### config.mk
export PLATFORM = sky130hd
export DESIGN_NAME = seven_seg_scanner
export DESIGN_NICKNAME = d
export VERILOG_FILES = /design/src/rtl/seven_seg_scanner.sv
export SDC_FILE = /design/constraint.sdc
export NUM_CORES = 1
export LEC_CHECK = 0
export BUFFER_PORTS_ARGS = -buffer_cell sky130_fd_sc_hd__buf_2
export CORE_MARGIN = 4
export CORE_UTILIZATION = 45
export DETAILED_ROUTE_END_ITERATION = 7
export PLACE_DENSITY = 0.71
export SLEW_MARGIN = 20
export SYNTH_ARGS = -nofsm -noshare
export SYNTH_HDL_FRONTEND = slang
export SYNTH_SLANG_ARGS = --single-unit
### constraint.sdc
create_clock -name Clk -period 2.4 [get_ports Clk]
set_clock_uncertainty 0.05 [all_clocks]
set_input_delay 0.48 -clock Clk [delete_from_list [all_inputs] [get_ports Clk]]
set_output_delay 0.48 -clock Clk [all_outputs]
set_load 0.005 [all_outputs]
### src/rtl/seven_seg_scanner.sv
// Time-multiplexed 4-digit seven-segment scanner: latches display data on Load,
// swaps it in only at frame boundaries, and drives one digit per slot with active-low anodes.
module seven_seg_scanner #(
    parameter int unsigned PRESCALE = 1000,
    parameter int unsigned GUARD    = 2
) (
    input  logic        Clk,
    input  logic        Reset,
    input  logic        Load,
    input  logic [15:0] Value,
    input  logic [3:0]  DPIn,
    input  logic        LZB,
    output logic [3:0]  Hex,
    output logic        DP,
    output logic [3:0]  Anode,
    output logic        Busy,
    output logic        FrameDone
);

    localparam int unsigned CW = (PRESCALE > 1) ? $clog2(PRESCALE) : 1;

    logic [CW-1:0] cnt, cnt_nxt;
    logic [1:0]    digit, digit_nxt;
    logic [15:0]   pend_val, pend_val_nxt, act_val, act_val_nxt;
    logic [3:0]    pend_dp, pend_dp_nxt, act_dp, act_dp_nxt;
    logic          pend_lzb, pend_lzb_nxt, act_lzb, act_lzb_nxt;
    logic          pending_nxt;
    logic          slot_end, boundary;
    logic [3:0]    blank_nxt;
    logic [3:0]    hex_nxt;
    logic [3:0]    anode_nxt;

    // Slot/digit sequencing; a frame boundary is the edge where digit wraps 3 -> 0
    always_comb begin
        slot_end  = (cnt == CW'(PRESCALE - 1));
        boundary  = slot_end && (digit == 2'd3);
        cnt_nxt   = slot_end ? '0 : cnt + CW'(1);
        digit_nxt = slot_end ? digit + 2'd1 : digit;
    end

    // Pending/active data movement; a Load on the boundary edge bypasses pending
    always_comb begin
        pend_val_nxt = pend_val;
        pend_dp_nxt  = pend_dp;
        pend_lzb_nxt = pend_lzb;
        pending_nxt  = Busy;
        act_val_nxt  = act_val;
        act_dp_nxt   = act_dp;
        act_lzb_nxt  = act_lzb;
        if (boundary) begin
            pending_nxt = 1'b0;
            if (Load) begin
                act_val_nxt = Value;
                act_dp_nxt  = DPIn;
                act_lzb_nxt = LZB;
            end else if (Busy) begin
                act_val_nxt = pend_val;
                act_dp_nxt  = pend_dp;
                act_lzb_nxt = pend_lzb;
            end
        end else if (Load) begin
            pend_val_nxt = Value;
            pend_dp_nxt  = DPIn;
            pend_lzb_nxt = LZB;
            pending_nxt  = 1'b1;
        end
    end

    // Leading-zero blanking and output selection from the next-cycle active data
    always_comb begin
        blank_nxt    = 4'b0000;
        blank_nxt[3] = act_lzb_nxt && (act_val_nxt[15:12] == 4'h0);
        blank_nxt[2] = blank_nxt[3] && (act_val_nxt[11:8] == 4'h0);
        blank_nxt[1] = blank_nxt[2] && (act_val_nxt[7:4] == 4'h0);

        case (digit_nxt)
            2'd0:    hex_nxt = act_val_nxt[3:0];
            2'd1:    hex_nxt = act_val_nxt[7:4];
            2'd2:    hex_nxt = act_val_nxt[11:8];
            default: hex_nxt = act_val_nxt[15:12];
        endcase

        if ((32'(cnt_nxt) < GUARD) || blank_nxt[digit_nxt])
            anode_nxt = 4'b1111;
        else
            anode_nxt = ~(4'b0001 << digit_nxt);
    end

    always_ff @(posedge Clk or posedge Reset) begin
        if (Reset) begin
            cnt       <= '0;
            digit     <= 2'd0;
            pend_val  <= 16'h0000;
            pend_dp   <= 4'h0;
            pend_lzb  <= 1'b0;
            act_val   <= 16'h0000;
            act_dp    <= 4'h0;
            act_lzb   <= 1'b0;
            Hex       <= 4'h0;
            DP        <= 1'b0;
            Anode     <= 4'b1111;
            Busy      <= 1'b0;
            FrameDone <= 1'b0;
        end else begin
            cnt       <= cnt_nxt;
            digit     <= digit_nxt;
            pend_val  <= pend_val_nxt;
            pend_dp   <= pend_dp_nxt;
            pend_lzb  <= pend_lzb_nxt;
            act_val   <= act_val_nxt;
            act_dp    <= act_dp_nxt;
            act_lzb   <= act_lzb_nxt;
            Hex       <= hex_nxt;
            DP        <= act_dp_nxt[digit_nxt];
            Anode     <= anode_nxt;
            Busy      <= pending_nxt;
            FrameDone <= boundary;
        end
    end

endmodule
==> flow_summary.json <==
{
  "status": "finished, final reports clean",
  "grt-ovfl-total": 0,
  "cts_sinks": 65,
  "synth_enable_flop_cells": 0,
  "grtUsageMet3_pct": 4.31,
  "clkLatencyLatePin_ns": 0.34,
  "r2r-start": "digit[1]$_DFF_PP0_",
  "drtAntennaViolNets": 0,
  "synth_most_common_cell": "dfrtp_1",
  "synth_cell_types": 57,
  "place_area_um2": 3660,
  "boundaryPins": 35,
  "slew_viol_final": 0,
  "setup_viol": 0,
  "synthCells": 300,
  "hold_buffers": 0,
  "r2r_cells": 8,
  "area_growth_pct": 21.2,
  "dp_hpwl_um": 5440,
  "diodes": 0,
  "cts_root_buf": "clkbuf_8",
  "slowest_delay_ns": 0.53,
  "grtUsageMet1_pct": 26.3,
  "fin_crit_sh_pct": 95.9,
  "ir_worst_vdd_v": 0.000354,
  "cp-start-kind": "register",
  "yosysTopAreaCell": "dfrtp_1",
  "drv_cap": 0,
  "async_flop_share_pct": 100,
  "die_h_um": 92.7,
  "drive_gt1_share_pct": 36.0,
  "synth_area_um2": 3230,
  "cts_buffers": 9,
  "globalRouteMet2Util_pct": 29.5,
  "cts_tree": "yes",
  "dr.first_iter.drc_count": 128,
  "fin_ws_ns": 0.0989,
  "place.gp.congestion": 0.855,
  "cp_data_arrival_time_ns": 2.52,
  "synth-main-ff-cell": "dfrtp_1",
  "firstDrtPassIters": 4,
  "cts.clk_slew.worst_paths_ns": 0.07,
  "min_period_ns": 2.30,
  "synth.top_cell.area_share_pct": 47.3,
  "r2r-end": "Anode[1]$_DFF_PP1_",
  "core_area_um2": 6870,
  "slew_headroom_pct": 67.0,
  "grt_usage_pct": 19.0,
  "dieArea_um2": 8590,
  "fmax_mhz": 435,
  "p_leak_nw": 1.79,
  "rsz0062_at_grt": "yes",
  "core.rowCount": 30,
  "endpoint_kind": "register",
  "synthTopCellsByArea": "dfrtp_1, mux2_2, o22ai_1",
  "crit_path_cell_trace": "ha_2 -> inv_1 -> or4_4 -> clkinv_4 -> mux2_4 -> nor4_4 -> nand3_2 -> o211ai_2",
  "worst_path_max_delay_cell": "or4_4",
  "syn_area_per_cell_um2": 10.8,
  "critPathKind": "register to register",
  "fin_cells": 460,
  "drc": 0,
  "dieWidth_um": 92.7,
  "ys_seq_area_share_pct": 50.6,
  "synth_warnings": 0,
  "fin_util_pct": 56.9,
  "routed_via_density": 5.52,
  "vias": 2538,
  "grt_max_degree": 39,
  "top_usage_layer": "met2",
  "start_util_pct": 47.0,
  "hold_viol_final": 0,
  "io_buffers": 34,
  "worstMarginPinSlew_ns": 0.495,
  "clockBufferDepth": 2,
  "grt_pass1_wl_um": 12800,
  "synth_seq_cells": 65,
  "dp.cells": 441,
  "pre_cts_slack_ns": 0.00216,
  "ys_top_cells_by_count": "dfrtp_1, nor2_1, mux2_2, o22ai_1, nand2_1",
  "antenna_found_initial": 0,
  "final_area_um2": 3910,
  "grt_pass1_vias": 2635,
  "worstPathMaxFanout": 4,
  "finish.net_count": 385,
  "power_density_nw_per_um2": 546,
  "hp-class": "input pin to async pin",
  "ff2ff_setup_slack_ns": 0.1,
  "synth.net_count": 326,
  "htreeDepth": 3,
  "wl_per_cell_um": 16.4,
  "drt-total-wl_um": 7530,
  "cp.required_ns": 2.61
}
## power breakdown
group | total [mW] | internal (mW) | leakage (nW) | switching (mW)
Combinational | 0.151 | 0.0739 | 0.883 | 0.0774
Clock | 0.833 | 0.427 | 0.0932 | 0.406
Sequential | 1.15 | 1.13 | 0.818 | 0.0191
Total | 2.14 | 1.63 | 1.79 | 0.502
## layout make-up
cell class	count	area [um2]
Inverter	12	50.0
Multi-Input combinational cell	206	1530
Timing Repair inverter	1	5.00
Tap cell	96	120
Clock buffer	13	159
Fill cell	604	2960
Sequential cell	65	1630
Timing Repair Buffer	64	395
Clock inverter	3	15.0
## flip-flops by register name, indices dropped and copies added (netlist names), 2 cells and up
name and count:
act_val 16, pend_val 16, cnt 10, Anode 4, Hex 4, act_dp 4, pend_dp 4, digit 2
## cells in the final DEF (no fill, tap or decap), drive strengths merged, types with 6 or more instances in the layout
master   n
inv     10
mux2    23
o22ai   23
nand2   18
xnor2    6
o21ai    9
dfrtp   61
buf     64
nor3     7
a22oi    6
clkbuf  13
mux2i   10
nand2b   9
nor2    27
a21oi   15
## layer usage
metal | up-vias | wire (um) | part of all wire (%)
li1 | 1211 | - | -
met1 | 1247 | 3500 | 46
met2 | 66 | 3560 | 47
met3 | 14 | 356 | 4.7
met4 | 0 | 121 | 1.6
met5 | - | 0 | 0
## what timing repair did
action                                 4_1_cts  5_1_grt
setup endpoints to repair                    2        6
endpoints found under the hold margin        0        0
pin swaps                                    1        4
gates cloned                                 0        1
gates resized for setup                      2       10
setup buffers                                1        1
## logic make-up (layout without fill, tap and decap cells)
kind of cell / after synthesis / after routing / share of synthesized area (%)
and+or+nand+nor: 87 / 87 / 15.1
AOI/OAI and AO/OA: 75 / 75 / 15.3
DFF: 65 / 65 / 50.6
muxes: 33 / 33 / 11.2
buffers and inverters: 29 / 93 / 4.34
xor gates and xnor gates: 9 / 9 / 2.68
adders and majority gates: 2 / 2 / 0.776
## critical path, delay by kind of cell (launching register included)
kind / cells / cell delay [ns]
flops: 1 / 0.39
compound gates: 1 / 0.17
buf+inv: 2 / 0.12
mux: 1 / 0.32
fa+ha+maj: 1 / 0.20
simple gates: 3 / 0.95
## through the flow
step           hold WS [ns]  setup TNS (ns)  power [mW]
2_1_floorplan         0.416               0        1.27
3_3_place_gp          0.430               0        1.32
3_5_place_dp          0.435               0        1.32
4_1_cts               0.150               0        2.16
5_1_grt               0.173         -0.0105        2.24
6_report              0.141               0        2.14
## worst max path at each step
| stage | from | to | slack [ns] |
|---|---|---|---|
| floorplan | cnt[4]$_DFF_PP0_ | Anode[1]$_DFF_PP1_ | 0.01 |
| global placement | cnt[0]$_DFF_PP0_ | Anode[3]$_DFF_PP1_ | 0.08 |
| detailed placement | cnt[0]$_DFF_PP0_ | Anode[1]$_DFF_PP1_ | 0.002 |
| CTS | cnt[0]$_DFF_PP0_ | Anode[1]$_DFF_PP1_ | 0.01 |
| global route | digit[1]$_DFF_PP0_ | Anode[1]$_DFF_PP1_ | -0.01 |
| finish | digit[1]$_DFF_PP0_ | Anode[1]$_DFF_PP1_ | 0.1 |
No activity file was read; power rests on OpenSTA's default activity.
